===== src/rtl/ps2_pkg.sv =====
// Shared types and constants for the PS/2 receiver: FSM states, scan-code
// prefix bytes, the FIFO entry layout and the frame parity helper.
package ps2_pkg;

  typedef enum logic [1:0] {
    IDLE   = 2'd0,
    DATA   = 2'd1,
    PARITY = 2'd2,
    STOP   = 2'd3
  } ps2_state_t;

  localparam logic [7:0] PS2_PFX_EXT = 8'hE0;
  localparam logic [7:0] PS2_PFX_BRK = 8'hF0;

  typedef struct packed {
    logic       ext;
    logic       brk;
    logic [7:0] data;
  } ps2_entry_t;

  // PS/2 uses odd parity: data plus parity bit must hold an odd number of ones.
  function automatic logic odd_parity9(input logic [8:0] v);
    return ^v;
  endfunction

endpackage


===== src/rtl/debouncer.sv =====
// Two-flop synchroniser followed by a run-length filter: the output only
// follows the synchronised input after FILT_LEN consecutive differing samples.
// Output and synchroniser reset to 1, the idle level of PS/2 lines.
module debouncer #(
  parameter int FILT_LEN = 19,
  parameter int FILT_W   = 5
) (
  input  logic clk,
  input  logic rst_n,
  input  logic i_raw,
  output logic o_filt
);

  logic              r_sync1;
  logic              r_sync2;
  logic              r_filt;
  logic [FILT_W-1:0] r_cnt;

  // Synchronise the pin and count how long it has disagreed with the output.
  always_ff @(posedge clk or negedge rst_n) begin
    if (!rst_n) begin
      r_sync1 <= 1'b1;
      r_sync2 <= 1'b1;
      r_filt  <= 1'b1;
      r_cnt   <= {FILT_W{1'b0}};
    end else begin
      r_sync1 <= i_raw;
      r_sync2 <= r_sync1;
      if (r_sync2 != r_filt) begin
        if (r_cnt == FILT_W'(FILT_LEN - 1)) begin
          r_filt <= r_sync2;
          r_cnt  <= {FILT_W{1'b0}};
        end else begin
          r_cnt <= r_cnt + {{(FILT_W-1){1'b0}}, 1'b1};
        end
      end else begin
        r_cnt <= {FILT_W{1'b0}};
      end
    end
  end

  assign o_filt = r_filt;

endmodule


===== src/rtl/ps2_code_fifo.sv =====
// First-word fall-through FIFO for decoded scan codes. A push into a full
// FIFO is dropped and raises a sticky overflow flag unless a pop happens in
// the same cycle, in which case the push is accepted.
module ps2_code_fifo
  import ps2_pkg::*;
#(
  parameter int DEPTH = 8
) (
  input  logic       clk,
  input  logic       rst_n,
  input  logic       i_push,
  input  logic [9:0] i_entry,
  input  logic       i_pop,
  output logic [9:0] o_head,
  output logic       o_valid,
  input  logic       i_ovf_clr,
  output logic       o_overflow
);

  localparam int AW = $clog2(DEPTH);

  logic [9:0]    r_mem [DEPTH];
  logic [AW-1:0] r_wr;
  logic [AW-1:0] r_rd;
  logic [AW:0]   r_count;
  logic          r_overflow;
  logic          w_full;
  logic          w_empty;
  logic          w_pop;
  logic          w_push;

  assign w_full  = (r_count == (AW+1)'(DEPTH));
  assign w_empty = (r_count == {(AW+1){1'b0}});
  assign w_pop   = i_pop & ~w_empty;
  assign w_push  = i_push & (~w_full | w_pop);

  // Storage array; contents need no reset because the head is gated by empty.
  always_ff @(posedge clk) begin
    if (w_push) begin
      r_mem[r_wr] <= i_entry;
    end
  end

  // Pointer, occupancy and sticky overflow bookkeeping.
  always_ff @(posedge clk or negedge rst_n) begin
    if (!rst_n) begin
      r_wr       <= {AW{1'b0}};
      r_rd       <= {AW{1'b0}};
      r_count    <= {(AW+1){1'b0}};
      r_overflow <= 1'b0;
    end else begin
      if (w_push) begin
        r_wr <= r_wr + {{(AW-1){1'b0}}, 1'b1};
      end
      if (w_pop) begin
        r_rd <= r_rd + {{(AW-1){1'b0}}, 1'b1};
      end
      case ({w_push, w_pop})
        2'b10:   r_count <= r_count + {{AW{1'b0}}, 1'b1};
        2'b01:   r_count <= r_count - {{AW{1'b0}}, 1'b1};
        default: r_count <= r_count;
      endcase
      // A new drop wins over a same-cycle clear.
      if (i_push && w_full && !w_pop) begin
        r_overflow <= 1'b1;
      end else if (i_ovf_clr) begin
        r_overflow <= 1'b0;
      end else begin
        r_overflow <= r_overflow;
      end
    end
  end

  assign o_head     = w_empty ? 10'd0 : r_mem[r_rd];
  assign o_valid    = ~w_empty;
  assign o_overflow = r_overflow;

endmodule


===== src/rtl/ps2_rx_fifo.sv =====
// PS/2 keyboard receiver: filters kclk/kdata, deserialises 11-bit frames,
// checks start/parity/stop, and queues accepted codes in a FIFO.
// Optional feature macro: PS2_PREFIX_DECODE_EN folds E0/F0 prefix bytes into
// the ext/brk flags of the following code instead of queueing them.
module ps2_rx_fifo
  import ps2_pkg::*;
#(
  parameter int FILT_LEN    = 19,
  parameter int FILT_W      = 5,
  parameter int TIMEOUT_CYC = 100000,
  parameter int FIFO_DEPTH  = 8
) (
  input  logic       clk,
  input  logic       rst_n,
  input  logic       kclk,
  input  logic       kdata,
  output logic [7:0] code_data,
  output logic       code_ext,
  output logic       code_brk,
  output logic       code_valid,
  input  logic       code_ready,
  output logic [7:0] last_code,
  output logic       err_parity,
  output logic       err_frame,
  output logic       overflow,
  input  logic       ovf_clr
);

  localparam int WD_W = $clog2(TIMEOUT_CYC + 1);

  logic            w_kclk_f;
  logic            w_kd;
  logic            r_kclk_d;
  logic            w_fall;
  ps2_state_t      r_state;
  logic [2:0]      r_bitcnt;
  logic [7:0]      r_shift;
  logic            r_par;
  logic [WD_W-1:0] r_wd;
  logic            r_err_par;
  logic            r_err_frm;
  logic [7:0]      r_last_code;
  logic            r_push;
  ps2_entry_t      r_push_entry;
  ps2_entry_t      w_head;
  logic            w_stop_evt;
  logic            w_par_ok;
  logic            w_acc;
  logic            w_timeout;
  logic            w_frm_evt;
  logic            w_par_evt;
  logic            w_err;
  logic            w_is_pfx;
  logic            w_ext;
  logic            w_brk;

  debouncer #(.FILT_LEN(FILT_LEN), .FILT_W(FILT_W)) u_filt_clk (
    .clk(clk), .rst_n(rst_n), .i_raw(kclk), .o_filt(w_kclk_f)
  );

  debouncer #(.FILT_LEN(FILT_LEN), .FILT_W(FILT_W)) u_filt_data (
    .clk(clk), .rst_n(rst_n), .i_raw(kdata), .o_filt(w_kd)
  );

  // Delay the filtered clock to detect its falling edge.
  always_ff @(posedge clk or negedge rst_n) begin
    if (!rst_n) begin
      r_kclk_d <= 1'b1;
    end else begin
      r_kclk_d <= w_kclk_f;
    end
  end

  assign w_fall     = r_kclk_d & ~w_kclk_f;
  assign w_stop_evt = (r_state == STOP) & w_fall;
  assign w_par_ok   = odd_parity9({r_par, r_shift});
  assign w_acc      = w_stop_evt & w_kd & w_par_ok;
  assign w_timeout  = (r_state != IDLE) & ~w_fall & (r_wd == WD_W'(TIMEOUT_CYC - 1));
  // A bad stop bit hides a parity error, so parity only reports with stop = 1.
  assign w_frm_evt  = (w_stop_evt & ~w_kd) | ((r_state == IDLE) & w_fall & w_kd) | w_timeout;
  assign w_par_evt  = w_stop_evt & w_kd & ~w_par_ok;
  assign w_err      = w_frm_evt | w_par_evt;

  // Frame FSM with watchdog and registered error pulses.
  always_ff @(posedge clk or negedge rst_n) begin
    if (!rst_n) begin
      r_state   <= IDLE;
      r_bitcnt  <= 3'd0;
      r_shift   <= 8'd0;
      r_par     <= 1'b0;
      r_wd      <= {WD_W{1'b0}};
      r_err_par <= 1'b0;
      r_err_frm <= 1'b0;
    end else begin
      r_err_par <= w_par_evt;
      r_err_frm <= w_frm_evt;
      if (w_fall || r_state == IDLE) begin
        r_wd <= {WD_W{1'b0}};
      end else begin
        r_wd <= r_wd + {{(WD_W-1){1'b0}}, 1'b1};
      end
      case (r_state)
        IDLE: begin
          if (w_fall && !w_kd) begin
            r_state  <= DATA;
            r_bitcnt <= 3'd0;
          end
        end
        DATA: begin
          if (w_fall) begin
            r_shift  <= {w_kd, r_shift[7:1]};
            r_bitcnt <= r_bitcnt + 3'd1;
            if (r_bitcnt == 3'd7) begin
              r_state <= PARITY;
            end
          end
        end
        PARITY: begin
          if (w_fall) begin
            r_par   <= w_kd;
            r_state <= STOP;
          end
        end
        STOP: begin
          if (w_fall) begin
            r_state <= IDLE;
          end
        end
        default: r_state <= IDLE;
      endcase
      if (w_timeout) begin
        r_state <= IDLE;
      end
    end
  end

`ifdef PS2_PREFIX_DECODE_EN
  logic r_ext_pend;
  logic r_brk_pend;

  assign w_is_pfx = (r_shift == PS2_PFX_EXT) | (r_shift == PS2_PFX_BRK);
  assign w_ext    = r_ext_pend;
  assign w_brk    = r_brk_pend;

  // Remember prefixes until the next real code or any receive error.
  always_ff @(posedge clk or negedge rst_n) begin
    if (!rst_n) begin
      r_ext_pend <= 1'b0;
      r_brk_pend <= 1'b0;
    end else if (w_err) begin
      r_ext_pend <= 1'b0;
      r_brk_pend <= 1'b0;
    end else if (w_acc) begin
      if (r_shift == PS2_PFX_EXT) begin
        r_ext_pend <= 1'b1;
      end else if (r_shift == PS2_PFX_BRK) begin
        r_brk_pend <= 1'b1;
      end else begin
        r_ext_pend <= 1'b0;
        r_brk_pend <= 1'b0;
      end
    end else begin
      r_ext_pend <= r_ext_pend;
      r_brk_pend <= r_brk_pend;
    end
  end
`else
  assign w_is_pfx = 1'b0;
  assign w_ext    = 1'b0;
  assign w_brk    = 1'b0;
`endif

  // Register the accepted byte for the debug display and the FIFO push.
  always_ff @(posedge clk or negedge rst_n) begin
    if (!rst_n) begin
      r_last_code  <= 8'd0;
      r_push       <= 1'b0;
      r_push_entry <= '{ext: 1'b0, brk: 1'b0, data: 8'd0};
    end else begin
      r_push <= w_acc & ~w_is_pfx;
      if (w_acc) begin
        r_last_code  <= r_shift;
        r_push_entry <= '{ext: w_ext, brk: w_brk, data: r_shift};
      end else begin
        r_last_code  <= r_last_code;
        r_push_entry <= r_push_entry;
      end
    end
  end

  ps2_code_fifo #(.DEPTH(FIFO_DEPTH)) u_fifo (
    .clk        (clk),
    .rst_n      (rst_n),
    .i_push     (r_push),
    .i_entry    (r_push_entry),
    .i_pop      (code_ready),
    .o_head     (w_head),
    .o_valid    (code_valid),
    .i_ovf_clr  (ovf_clr),
    .o_overflow (overflow)
  );

  assign code_data  = w_head.data;
`ifdef PS2_PREFIX_DECODE_EN
  assign code_ext   = w_head.ext;
  assign code_brk   = w_head.brk;
`else
  assign code_ext   = 1'b0;
  assign code_brk   = 1'b0;
`endif
  assign last_code  = r_last_code;
  assign err_parity = r_err_par;
  assign err_frame  = r_err_frm;

endmodule


===== config.mk =====
export PLATFORM = sky130hd
export DESIGN_NAME = ps2_rx_fifo
export DESIGN_NICKNAME = d
export VERILOG_FILES = /design/src/rtl/ps2_pkg.sv /design/src/rtl/debouncer.sv /design/src/rtl/ps2_code_fifo.sv /design/src/rtl/ps2_rx_fifo.sv
export SDC_FILE = /design/constraint.sdc
export NUM_CORES = 1
export LEC_CHECK = 0
export BUFFER_PORTS_ARGS = -buffer_cell sky130_fd_sc_hd__buf_2
export CAP_MARGIN = 5
export CORE_MARGIN = 10
export CORE_UTILIZATION = 45
export CTS_CLUSTER_DIAMETER = 150
export CTS_CLUSTER_SIZE = 40
export DETAILED_ROUTE_END_ITERATION = 8
export HOLD_SLACK_MARGIN = 0.15
export RECOVER_POWER = 50
export SYNTH_ARGS = -nofsm -noshare
export SYNTH_HDL_FRONTEND = slang
export SYNTH_SLANG_ARGS = --single-unit

===== constraint.sdc =====
create_clock -name clk -period 3.22 [get_ports clk]
set_input_delay 0.644 -clock clk [delete_from_list [all_inputs] [get_ports clk]]
set_output_delay 0.644 -clock clk [all_outputs]
set_load 0.01 [all_outputs]

==> impl_metrics.toml <==
[synthesis]
synth.avg_cell_area_um2 = 14.19
yosysMostFrequentCell = "edfxtp_1"
yosysUniqueCellTypes = 45
synthCells = 408
synth.area.top_cells = "edfxtp_1, dfrtp_1, mux4_2, ha_1, dfstp_2"
async_flop_share_pct = 52.24
synth-seq-area-share_pct = 63.60
synth-warning-count = 0
netlist.area_leader.share_pct = 33.20
ys_ff_latch = 134
netlist_top_cells_count = "edfxtp_1, dfrtp_1, nor2_1"
synth_edf_count = 64
syn_area_mm2 = 0.005789
synth_flop_cell = "edfxtp_1"
synth.largest_area_cell = "edfxtp_1"

[routing]
avgRoutedWirePerCell_um = 14.73
drc = 0
dr.pass1.iters = 4
topRoutingLayerUsed = "met4"
dr_wl_met2_um = 4465
vias = 3094
drt_iter0_markers = 138
wl_met3_um = 375
wl_met1_um = 4279
ant_nets = 0
wirelength_um = 9279
vias_per_cell = 4.911

[timing]
rsz0062_at_grt = "no"
worst_slack_ps = 560.6
fin_worst_skew_ps = 3.757
setup_viol = 0
worst_slew_pin_slew_ps = 1709
tns_ps = 0
finalCritPeriodShare_pct = 82.59
min_period_ps = 2659
relSlewSlack_pct = -13.94
drv_slew = 71
hold_viol = 0
max_freq_ghz = 0.3760

[setup_path]
setup.worst_path.end_class = "output pin"
crit_fanout = 18
cp.required_ps = 2580
crit_path_start = "u_fifo.r_rd[1]"
crit_arrival_ps = 2020
timing.rr.start = "u_fifo.r_count[1]"
worstSetupPathType = "reg2out"
worst_setup_path_start_kind = "flip-flop"

[clocking]
clk_latency_ps = 410
h-tree-depth = 4
cts_sinks = 134
post-cts-setup-buffer-count = 0
clk_path_buf_depth = 2
cts_resized = 0
ctsHoldBuffers = 0
root_buffer = "clkbuf_16"
cts_tree = "done"
numCtsBuffers = 17
clk_pin_slew_worst_paths_ps = 50

[layout]
drive_gt1_share_pct = 22.71
syn2layout_area_growth_pct = 16.53
fin_cells = 630
nNetsFinal = 470
final_util_pct = 53.46
nFillCells = 1094
diodes = 0

[grt]
antenna_found_initial = 0
grt_max_degree = 71
grt_pass1_wl_um = 16450
grt_pass1_vias = 3271
track_usage_pct = 11.68
grt_overflow_total = 0

[placed_design]
hpwl_um = 6322
dp_slack_ps = 687.3
port_buffers = 25
post-place-cells = 599
gp_congestion = 0.7553

[run]
drv_cap = 1

[die]
core-area_mm2 = 0.01262
start_util_pct = 45.88
die_y_um = 133.4
die_area_mm2 = 0.01780
die_x_um = 133.4
io_pins = 28
rows = 41

[power_and_ir_drop]
power_leakage_uw = 0.002996
vdd_drop_max_mv = 0.3955
power_density_mw_per_mm2 = 694.2

[status]
status = "finished, violations left"
violations = "max-capacitance violations, max-slew violations"

[worst_hold_path]
worstHoldStart = "kdata"
hold_path_class = "in2reg"
-- metal layers --
| metal | vias up | track usage (%) |
|---|---|---|
| met5 | - | 0 |
| met4 | 0 | 6.348 |
| met1 | 1514 | 14.22 |
| li1 | 1522 | - |
| met3 | 16 | 4.135 |
| met2 | 42 | 17.79 |
-- worst max-delay path, stage by stage, from the launching register on --
cell and delay [ps]:
dfrtp_1 830, mux4_2 430, mux2i_1 160, nor2_1 50, buf_2 130
-- area by class of cell --
| type | instances | area [um^2] | area share (%) |
|---|---|---|---|
| Clock buffer | 18 | 429.2 | 6.361 |
| Clock inverter | 13 | 205.2 | 3.042 |
| Inverter | 15 | 56.30 | 0.8346 |
| Multi-Input combinational cell | 246 | 1983 | 29.40 |
| Sequential cell | 134 | 3682 | 54.58 |
| Tap cell | 172 | 215.2 | 3.190 |
| Timing Repair Buffer | 32 | 175.2 | 2.596 |
-- worst paths after layout --
kind / depth (start not counted) / slack, ps / end
setup / recovery: 4 / 560 / code_data[3]
hold / removal: 1 / 330 / u_filt_data.r_sync1
setup reg to reg: 10 / 860 / u_fifo.r_count[3]
hold reg to reg: 0 / 360 / u_filt_data.r_sync2
max in group asynchronous: 2 / 1430 / u_fifo.r_rd[2]
min in group asynchronous: 2 / 760 / u_filt_data.r_cnt[1]
-- cell usage in the layout, fill, tap and decap left out, types with 2 or more instances in the layout --
master,netlist,layout
buf_2,3,25
inv_1,15,15
buf_4,2,6
xnor2_1,15,15
mux4_2,16,16
clkinvlp_4,0,2
nand4_1,5,5
nor2_1,49,49
dfrtp_1,63,63
mux2i_1,10,10
and2_1,3,3
o21ai_0,10,10
xor2_1,20,20
clkinv_4,0,2
nand3_1,17,17
nand3b_1,2,2
ha_1,17,17
mux2_2,12,12
nand2_1,26,26
nand2b_1,5,5
bufinv_16,0,5
conb_1,1,2
a21oi_1,4,4
clkbuf_16,0,17
dfstp_1,0,2
nor3_1,5,5
nor2b_1,3,3
edfxtp_1,64,64
dfstp_2,7,5
clkinv_2,0,2
mux2_4,8,8
-- stage by stage --
stage / power [uW] / hold slack [ps] / cell area (um^2)
2_1_floorplan: 2525 / 345.2 / 5793
4_1_cts: 4757 / 246.3 / 6761
3_3_place_gp: 2662 / 348.3 / 6127
3_5_place_dp: 2679 / 349.4 / 6127
5_1_grt: 4937 / 304.2 / 6746
6_report: 4683 / 330.3 / 6746
-- flip-flops by register name, indices dropped and copies added (netlist names), 3 cells and up --
| signal | cells |
|---|---|
| u_fifo.r_mem | 64 |
| u_fifo.r_wr | 3 |
| r_wd | 17 |
| r_bitcnt | 3 |
| u_fifo.r_count | 4 |
| r_push_entry | 8 |
| u_filt_data.r_cnt | 5 |
| r_shift | 8 |
| u_filt_clk.r_cnt | 5 |
| u_fifo.r_rd | 3 |
-- logic make-up (layout without fill, tap and decap cells) --
logic type	Yosys count	in the layout	share of synthesized area [%]
DFF	134	134	63.60
other	1	2	0.06477
adders and majority gates	18	18	4.020
and+or+nand+nor	124	124	10.03
xor gates and xnor gates	36	36	5.684
AOI/OAI and AO/OA	20	20	2.032
muxes	46	46	12.36
buffers and inverters	29	78	2.204
-- report_power, final --
group	switching [uW]	total, uW	internal [uW]
combinational	330	616	286
sequential	144	2010	1870
clock	688	2050	1370
total	1160	4680	3520
Power figures use the tool's default switching activity.
